### config.mk
export PLATFORM = sky130hd
export DESIGN_NAME = bit_stream_serializer
export DESIGN_NICKNAME = d
export VERILOG_FILES = /design/src/rtl/bit_stream_serializer.sv
export SDC_FILE = /design/constraint.sdc
export NUM_CORES = 1
export LEC_CHECK = 0
export ABC_AREA = 1
export CAP_MARGIN = 20
export CORE_ASPECT_RATIO = 1.1
export CORE_MARGIN = 3
export CORE_UTILIZATION = 50
export DETAILED_ROUTE_END_ITERATION = 8
export GPL_ROUTABILITY_DRIVEN = 0
export PLACE_DENSITY_LB_ADDON = 0.2
export SYNTH_ARGS = -nofsm -noshare
export SYNTH_HDL_FRONTEND = slang
export SYNTH_SLANG_ARGS = --single-unit
### constraint.sdc
create_clock -name input_pulse -period 4.2 [get_ports input_pulse]
set_input_delay 0.42 -clock input_pulse [delete_from_list [all_inputs] [get_ports input_pulse]]
set_output_delay 0.42 -clock input_pulse [all_outputs]
set_load 0.005 [all_outputs]
### src/rtl/bit_stream_serializer.sv
// ---------------------------------------------------------------------------
// bit_stream_serializer
//
// Parallel-to-serial source stage for the overlapping sequence detector.
// Accepts WIDTH-bit words over a valid/ready handshake and shifts them out
// one bit per rising edge of input_pulse. A one-entry holding buffer lets
// the next word queue behind the one being shifted. A word offered in the
// last-bit cycle with the buffer empty bypasses straight into the shifter.
// Either path keeps consecutive frames contiguous, so patterns that span a
// word boundary reach the detector intact.
//
// Optional feature macro: SER_PARITY_EN
//   defined   : each frame is WIDTH data bits followed by one even-parity
//               bit (XOR of the data bits); word_done marks the parity bit.
//   undefined : frames are WIDTH data bits; there is no PARITY state.
//
// Parameters
//   WIDTH      data bits per word (2..32)
//   MSB_FIRST  1 = bit WIDTH-1 leaves first, 0 = bit 0 leaves first
//
// Ports
//   input_pulse  in   clock, rising edge active
//   clear        in   asynchronous active-high reset
//   load_valid   in   producer offers load_data
//   load_data    in   word to serialize (held stable while stalled)
//   load_ready   out  holding buffer empty, a word can be accepted
//   ser_bit      out  serial bit (0 when ser_valid is low)
//   ser_valid    out  ser_bit carries a frame bit this cycle
//   busy         out  shifter active
//   word_done    out  final bit of a frame is being presented
// ---------------------------------------------------------------------------
module bit_stream_serializer #(
  parameter int unsigned WIDTH     = 8,
  parameter int unsigned MSB_FIRST = 1
) (
  input  logic             input_pulse,
  input  logic             clear,
  input  logic             load_valid,
  input  logic [WIDTH-1:0] load_data,
  output logic             load_ready,
  output logic             ser_bit,
  output logic             ser_valid,
  output logic             busy,
  output logic             word_done
);

  localparam int unsigned CNT_W    = $clog2(WIDTH);
  localparam logic [CNT_W-1:0] LAST_IDX = CNT_W'(WIDTH - 1);

`ifdef SER_PARITY_EN
  localparam bit HAS_PARITY = 1'b1;

  typedef enum logic [1:0] {
    ST_IDLE   = 2'd0,
    ST_SHIFT  = 2'd1,
    ST_PARITY = 2'd2
  } state_e;
`else
  localparam bit HAS_PARITY = 1'b0;

  typedef enum logic [1:0] {
    ST_IDLE  = 2'd0,
    ST_SHIFT = 2'd1
  } state_e;
`endif

  state_e           state_q, state_d;
  logic [WIDTH-1:0] shift_q, shift_d;
  logic [WIDTH-1:0] hold_q, hold_d;
  logic             hold_full_q, hold_full_d;
  logic [CNT_W-1:0] cnt_q, cnt_d;
  logic             ser_bit_q, ser_bit_d;
  logic             ser_valid_q;
  logic             busy_q;
  logic             word_done_q, word_done_d;

  logic             accept_c;
  logic             frame_end_c;
  logic             start_c;
  logic [WIDTH-1:0] start_word_c;

  // Data bit presented at frame position idx, honouring the bit order.
  function automatic logic pick_bit(input logic [WIDTH-1:0] word,
                                    input logic [CNT_W-1:0] idx);
    logic [CNT_W-1:0] pos;
    if (MSB_FIRST != 0) begin
      pos = LAST_IDX - idx;
    end else begin
      pos = idx;
    end
    return word[pos];
  endfunction

  // Next-state and next-output logic.
  always_comb begin
    state_d      = state_q;
    shift_d      = shift_q;
    hold_d       = hold_q;
    hold_full_d  = hold_full_q;
    cnt_d        = cnt_q;
    ser_bit_d    = 1'b0;
    word_done_d  = 1'b0;
    start_c      = 1'b0;
    start_word_c = load_data;

    accept_c = load_valid && !hold_full_q;

    // The cycle currently presenting the final bit of the frame.
`ifdef SER_PARITY_EN
    frame_end_c = (state_q == ST_PARITY);
`else
    frame_end_c = (state_q == ST_SHIFT) && (cnt_q == LAST_IDX);
`endif

    if (frame_end_c) begin
      // A held word wins; hold_full blocks acceptance in this cycle, so a
      // bypass and a drain never compete.
      if (hold_full_q) begin
        start_c      = 1'b1;
        start_word_c = hold_q;
        hold_full_d  = 1'b0;
      end else if (accept_c) begin
        start_c = 1'b1;
      end else begin
        state_d = ST_IDLE;
        cnt_d   = '0;
      end
    end else begin
      case (state_q)
        ST_IDLE: begin
          start_c = accept_c;
        end
        ST_SHIFT: begin
          if (accept_c) begin
            hold_d      = load_data;
            hold_full_d = 1'b1;
          end
`ifdef SER_PARITY_EN
          if (cnt_q == LAST_IDX) begin
            state_d     = ST_PARITY;
            ser_bit_d   = ^shift_q;
            word_done_d = 1'b1;
          end else
`endif
          begin
            cnt_d       = cnt_q + CNT_W'(1);
            ser_bit_d   = pick_bit(shift_q, cnt_d);
            word_done_d = !HAS_PARITY && (cnt_d == LAST_IDX);
          end
        end
        default: begin
          state_d = ST_IDLE;
          cnt_d   = '0;
        end
      endcase
    end

    // Load a word into the shifter and present its first bit next cycle.
    if (start_c) begin
      state_d     = ST_SHIFT;
      shift_d     = start_word_c;
      cnt_d       = '0;
      ser_bit_d   = pick_bit(start_word_c, CNT_W'(0));
      word_done_d = 1'b0;
    end
  end

  // State and output registers.
  always_ff @(posedge input_pulse or posedge clear) begin
    if (clear) begin
      state_q     <= ST_IDLE;
      shift_q     <= '0;
      hold_q      <= '0;
      hold_full_q <= 1'b0;
      cnt_q       <= '0;
      ser_bit_q   <= 1'b0;
      ser_valid_q <= 1'b0;
      busy_q      <= 1'b0;
      word_done_q <= 1'b0;
    end else begin
      state_q     <= state_d;
      shift_q     <= shift_d;
      hold_q      <= hold_d;
      hold_full_q <= hold_full_d;
      cnt_q       <= cnt_d;
      ser_bit_q   <= ser_bit_d;
      ser_valid_q <= (state_d != ST_IDLE);
      busy_q      <= (state_d != ST_IDLE);
      word_done_q <= word_done_d;
    end
  end

  assign load_ready = ~hold_full_q;
  assign ser_bit    = ser_bit_q;
  assign ser_valid  = ser_valid_q;
  assign busy       = busy_q;
  assign word_done  = word_done_q;

endmodule
==> out/qor.yml, run 1 <==
outcome: "finished, final reports clean"
dp_hpwl_um: 1810
crit_fanout: 5
regArea_um2: 626
crit_required_ps: 3780
setup_viol: 0
postcts_resize_cnt: 0
cts_buffers: 3
number_of_placed_i_o_pins: 16
worst_path_max_delay_cell: "sky130_fd_sc_hd__clkdlybuf4s50_1"
drt-total-wl_um: 2330
synth_cells: 169
type_of_the_tightest_min_delay_check: "flop to flop"
worst_setup_path_start_kind: "flop"
drv_slew: 0
post-route-period-util_pct: 43.1
unrepaired_setup_endpoints_after_global_routing: "false"
grt_max_degree: 26
drt-vias-per-instance: 4.72
antenna_cells: 0
number_of_distinct_library_cell_variants_in_the_gate_level_netlist_after_synthesis: 17
timing.clock.skew_ps: 7.01
yosys_warnings: 0
die_height_um: 59.3
start_util_pct: 55.1
synthesis.nets: 183
power.density_mw_per_mm2: 371
antenna_left: 0
number_of_global_route_vias_before_repair: 990
post-layout-total-power_mw: 0.552
layout-drive-gt1-share_pct: 10.8
timing.final.crit_period_ps: 1810
grt_remaining_overflow: 0
fin_tns_setup_ps: 0
placement_rows: 18
maxSlewHeadroom_pct: 37.5
clockRootBuffer: "sky130_fd_sc_hd__clkbuf_4"
post_cts.repair.setup_buffers: 0
drt_first_iter_violations: 45
max_slew.worst_pin.slew_ps: 936
clock.fmax_mhz: 553
yosysSeqAreaShare_pct: 48.4
criticalPathCategory: "flop to output pin"
drt-wirelength-per-cell_um: 10.8
detailed_routing_iteration_count_for_the_pre_antenna_repair_pass: 5
cts_tree: "built"
ctsLongestPathBuffers: 2
cts_sinks: 25
critical_path.cell_chain: "inv_2 > clkdlybuf4s50_1"
cellLeakagePower_nw: 0.827
num-nets-final: 201
critical-path-max-stage-delay_ps: 500
chipWidth_um: 54.5
grt_antenna_before_repair: 0
critPathArrivalTime_ps: 1390
hold_vio_cnt_final: 0
worstSetupEndpointType: "output pin"
irDropWorstVdd_mv: 0.239
path_clk_slew_ps: 130
die_area_mm2: 0.00323
placement.io_buffers: 15
nFillCells: 223
layout-area-overhead-vs-synth_pct: 15.2
finalHoldWorstSlack_ps: 491
htree_depth: 1
worst_skew_pair.late_latency_ps: 320
global_route.usage.total_pct: 18.1
multiInputGateArea_um2: 504
netlist_area_mm2: 0.00129
grt_first_pass_wirelength_um: 4280
maxCapViolations: 0
hold_buffers_post_cts: 0
ys_ff_latch: 25
remaining_drcs: 0
core_area_mm2: 0.00234
via_count: 1020
synth.avg_cell_area_um2: 7.64
[kinds of logic (layout without fill, tap and decap cells)]
logic type / after synthesis / in the layout / share of synthesized area, %
adders and majority gates: 3 / 3 / 2.91
buffers and inverters: 40 / 57 / 12.5
and+or+nand+nor: 87 / 87 / 28.7
AOI/OAI and AO/OA: 13 / 13 / 7.17
DFF: 25 / 25 / 48.4
other: 1 / 1 / 0.290
[registers in the layout, summed over array words and instances (netlist names)]
register / cells
shift_q: 8
busy: 1
cnt_q: 3
state_q: 2
word_done: 1
hold_full_q: 1
hold_q: 8
ser_bit: 1
[synthesized netlist by cell type (all sizes together)]
library cell  count  share of area, %
nor2              7               3.0
buf               2               1.5
conb              1              0.29
dfrtp            25                48
o21ai            12               6.7
ha                3               2.9
nand3            15               5.8
inv              38                11
o22ai             1              0.48
nand2            65                20
[where the power goes]
part | switching (mW) | total, mW | internal [mW]
Sequential | 0.0285 | 0.316 | 0.288
Combinational | 0.0703 | 0.127 | 0.0570
Clock | 0.0725 | 0.108 | 0.0356
[layer usage]
metal | routed length [um] | GRT usage [%] | up-vias
met2 | 1150 | 28.9 | 24
li1 | - | - | 535
met1 | 1080 | 24.4 | 459
met3 | 82 | 2.27 | 2
met5 | 0 | 0 | -
met4 | 14 | 7.47 | 0
[path summary, 6_finish.rpt]
path,start,to,slack (ps),cells past startpoint
min,hold_q[7],hold_q[7],490,2
min reg2reg,hold_q[7],hold_q[7],490,2
max,hold_full_q,load_ready,2390,2
max in group asynchronous,clear,state_q[1],3040,2
min in group asynchronous,clear,ser_bit,590,2
max reg2reg,cnt_q[0],shift_q[0],2570,8
[placed cells by master (no fill, tap or decap), drive strengths merged]
master	netlist	routed
nand3	15	15
dfrtp	25	25
inv	38	38
conb	1	1
ha	3	3
o22ai	1	1
clkbuf	0	3
clkdlybuf4s50	0	15
clkinv	0	1
nor2	7	7
nand2	65	65
o21ai	12	12
[critical path: cells and delay by family, from the launching register on]
family / cells / cell delay, ps
buffers and inverters: 2 / 620
flip-flops: 1 / 460
[cell type report]
class	instances	share of cell area, %
clock inverter	1	0.336
multi-input combinational	104	33.9
timing repair buffer	15	10.1
clock buffer	3	1.51
sequential	25	42.1
tap	30	2.52
inverter	38	9.59
[stage by stage]
step	cells	setup WS, ps	util (%)	instance area (um^2)
floorplan	169	2740	-	1290
global placement	212	2500	62.3	1460
detailed placement	212	2470	62.3	1460
CTS	216	2370	63.5	1490
global route	216	2320	63.5	1490
finish	216	2390	63.5	1490
(Power assumes the default switching activity.)
==> run 2, diff against run 1 <==
--- a/config.mk
+++ b/config.mk
@@ -9,7 +9,7 @@
 export CAP_MARGIN = 20
 export CORE_ASPECT_RATIO = 1.1
 export CORE_MARGIN = 3
-export CORE_UTILIZATION = 50
+export CORE_UTILIZATION = 49
 export DETAILED_ROUTE_END_ITERATION = 8
 export GPL_ROUTABILITY_DRIVEN = 0
 export PLACE_DENSITY_LB_ADDON = 0.2
==> constraint.sdc (replaced) <==
create_clock -name input_pulse -period 1.5 [get_ports input_pulse]
set_input_delay 0.15 -clock input_pulse [delete_from_list [all_inputs] [get_ports input_pulse]]
set_output_delay 0.15 -clock input_pulse [all_outputs]
set_load 0.005 [all_outputs]
==> run 2 against run 1 <==
Effect of this change: via count increased by 3.6%; die area increased by 1.8%; worst setup slack got worse by 2300 ps; clock power increased to 2.8 times the previous value; combinational power increased to 3.2 times the previous value; wire length increased by 1.6%; sequential power increased to 2.8 times the previous value; utilization increased by 3.2 points; critical path depth unchanged; largest cell class unchanged; largest power group unchanged; highest routed layer unchanged.
==> out/qor.yml, run 2 (synthesized netlist as in run 1, its figures left out) <==
hold_buffers_post_cts: 0
via_count: 1057
path_delay_family: "buffers and inverters"
number_of_placed_i_o_pins: 16
setup_viol: 0
fin_tns_setup_ps: 0
post-layout-total-power_mw: 1.57
grt_first_pass_wirelength_um: 4050
core_area_mm2: 0.00236
groute.layer.met1.usage_pct: 20.9
r2r_setup_slack_ps: 100
hold_vio_cnt_final: 0
critical-path-max-stage-delay_ps: 490
drv_slew: 0
irDropWorstVdd_mv: 0.672
combined_buffer_and_inverter_count_along_the_critical_path: 2
unrepaired_setup_endpoints_after_global_routing: "false"
post-route-period-util_pct: 96.4
top_regs: "hold_q (8), shift_q (8), cnt_q (3)"
ctsLongestPathBuffers: 2
finalWorstSetupSlack_ps: 54.6
grt.busiest_layer: "met2"
layout.core_utilization_pct: 66.7
grt_remaining_overflow: 0
critical_path.cell_chain: "inv_2 > clkdlybuf4s50_1"
htree_depth: 1
chipWidth_um: 54.9
start_util_pct: 54.6
cellLeakagePower_nw: 0.867
die_height_um: 59.8
grt_antenna_before_repair: 0
worst_path_max_delay_cell: "sky130_fd_sc_hd__clkdlybuf4s50_1"
antenna_left: 0
drt-vias-per-instance: 4.72
num-nets-final: 209
placement.io_buffers: 15
detailed_routing_iteration_count_for_the_pre_antenna_repair_pass: 4
criticalPathCategory: "flop to output pin"
cts_buffers: 3
timing.clock.skew_ps: 5.88
critPathArrivalTime_ps: 1300
layout-area-overhead-vs-synth_pct: 22.2
clock.fmax_mhz: 692
worst_setup_path_start_kind: "flop"
worstSetupEndpointType: "output pin"
antenna_cells: 0
drt-total-wl_um: 2370
layout-drive-gt1-share_pct: 17.0
postPlaceCellArea_mm2: 0.00151
clockRootBuffer: "sky130_fd_sc_hd__clkbuf_4"
placement_rows: 18
top_library_cells_by_usage_in_the_layout_fill_and_taps_aside: "sky130_fd_sc_hd__nand2_1, sky130_fd_sc_hd__inv_1, sky130_fd_sc_hd__dfrtp_1, sky130_fd_sc_hd__clkdlybuf4s50_1, sky130_fd_sc_hd__nand3_1"
die_area_mm2: 0.00329
timing.final.crit_period_ps: 1450
type_of_the_tightest_min_delay_check: "input pin to asynchronous set/reset pin"
global_route.usage.total_pct: 16.9
worst_skew_pair.late_latency_ps: 310
remaining_drcs: 0
commonest_non_fill_non_tap_cell_in_the_layout: "sky130_fd_sc_hd__nand2_1"
drt_first_iter_violations: 24
outcome: "finished, final reports clean"
final_cell_area_mm2: 0.00158
drt-wirelength-per-cell_um: 10.6
path_clk_slew_ps: 140
number_of_global_route_vias_before_repair: 936
grt_max_degree: 26
power.density_mw_per_mm2: 997
crit_required_ps: 1350
crit_fanout: 3
maxCapViolations: 0
cts_sinks: 25
dp_hpwl_um: 1740
globalRouteMet2Util_pct: 29.7
cts_tree: "built"
nFillCells: 199
place_ws_ps: -15.9
gr-usage-met3_pct: 2.24
run 2: cell types whose count changed in the layout (fill, tap and decap cells not counted), sizes merged:
cell  before  now
buf        0    8
run 2: layout make-up:
| cell class | count | area [um^2] | area share [%] |
|---|---|---|---|
| clock buffers | 3 | 22.5 | 1.43 |
| clock inverters | 1 | 5.00 | 0.317 |
| inverters | 38 | 145 | 9.20 |
| multi-input cells | 104 | 532 | 33.7 |
| flip-flops and latches | 25 | 626 | 39.7 |
| well taps | 30 | 37.5 | 2.38 |
| repair buffers | 23 | 210 | 13.3 |
run 2: worst paths after layout:
kind | start | end | cells past startpoint
max in group asynchronous | clear | shift_q[1] | 3
setup / recovery | hold_full_q | load_ready | 2
min in group input_pulse | load_data[6] | hold_q[6] | 3
hold reg to reg | hold_q[7] | hold_q[7] | 2
setup reg to reg | cnt_q[1] | hold_q[0] | 8
hold / removal | clear | hold_q[2] | 3
run 2: stage by stage:
| stage | hold slack (ps) | instances |
|---|---|---|
| floorplan | 177 | 169 |
| global placement | 456 | 218 |
| detailed placement | 460 | 218 |
| CTS | 166 | 223 |
| global route | 180 | 224 |
| finish | 163 | 224 |
run 2: what timing repair did:
| action | CTS | global route |
|---|---|---|
| resized for setup | 1 | 8 |
| endpoints found under the hold margin | 0 | 0 |
| buffers inserted | 1 | 1 |
| setup endpoints to repair | 8 | 19 |
| pin swaps | 0 | 2 |
run 2: tightest hold or removal path, delay by kind of cell:
kind,cells,cell delay [ps]
buf+inv,3,740
run 2: layer usage:
layer	routed length, um	vias up
met5	0	-
met4	15	0
met3	76	2
met2	1260	16
met1	1010	490
li1	-	549
run 2: report_power, final:
group	internal, mW	total (mW)	switching [mW]
logic	0.186	0.405	0.219
registers	0.806	0.870	0.0637
clock network	0.0996	0.297	0.198
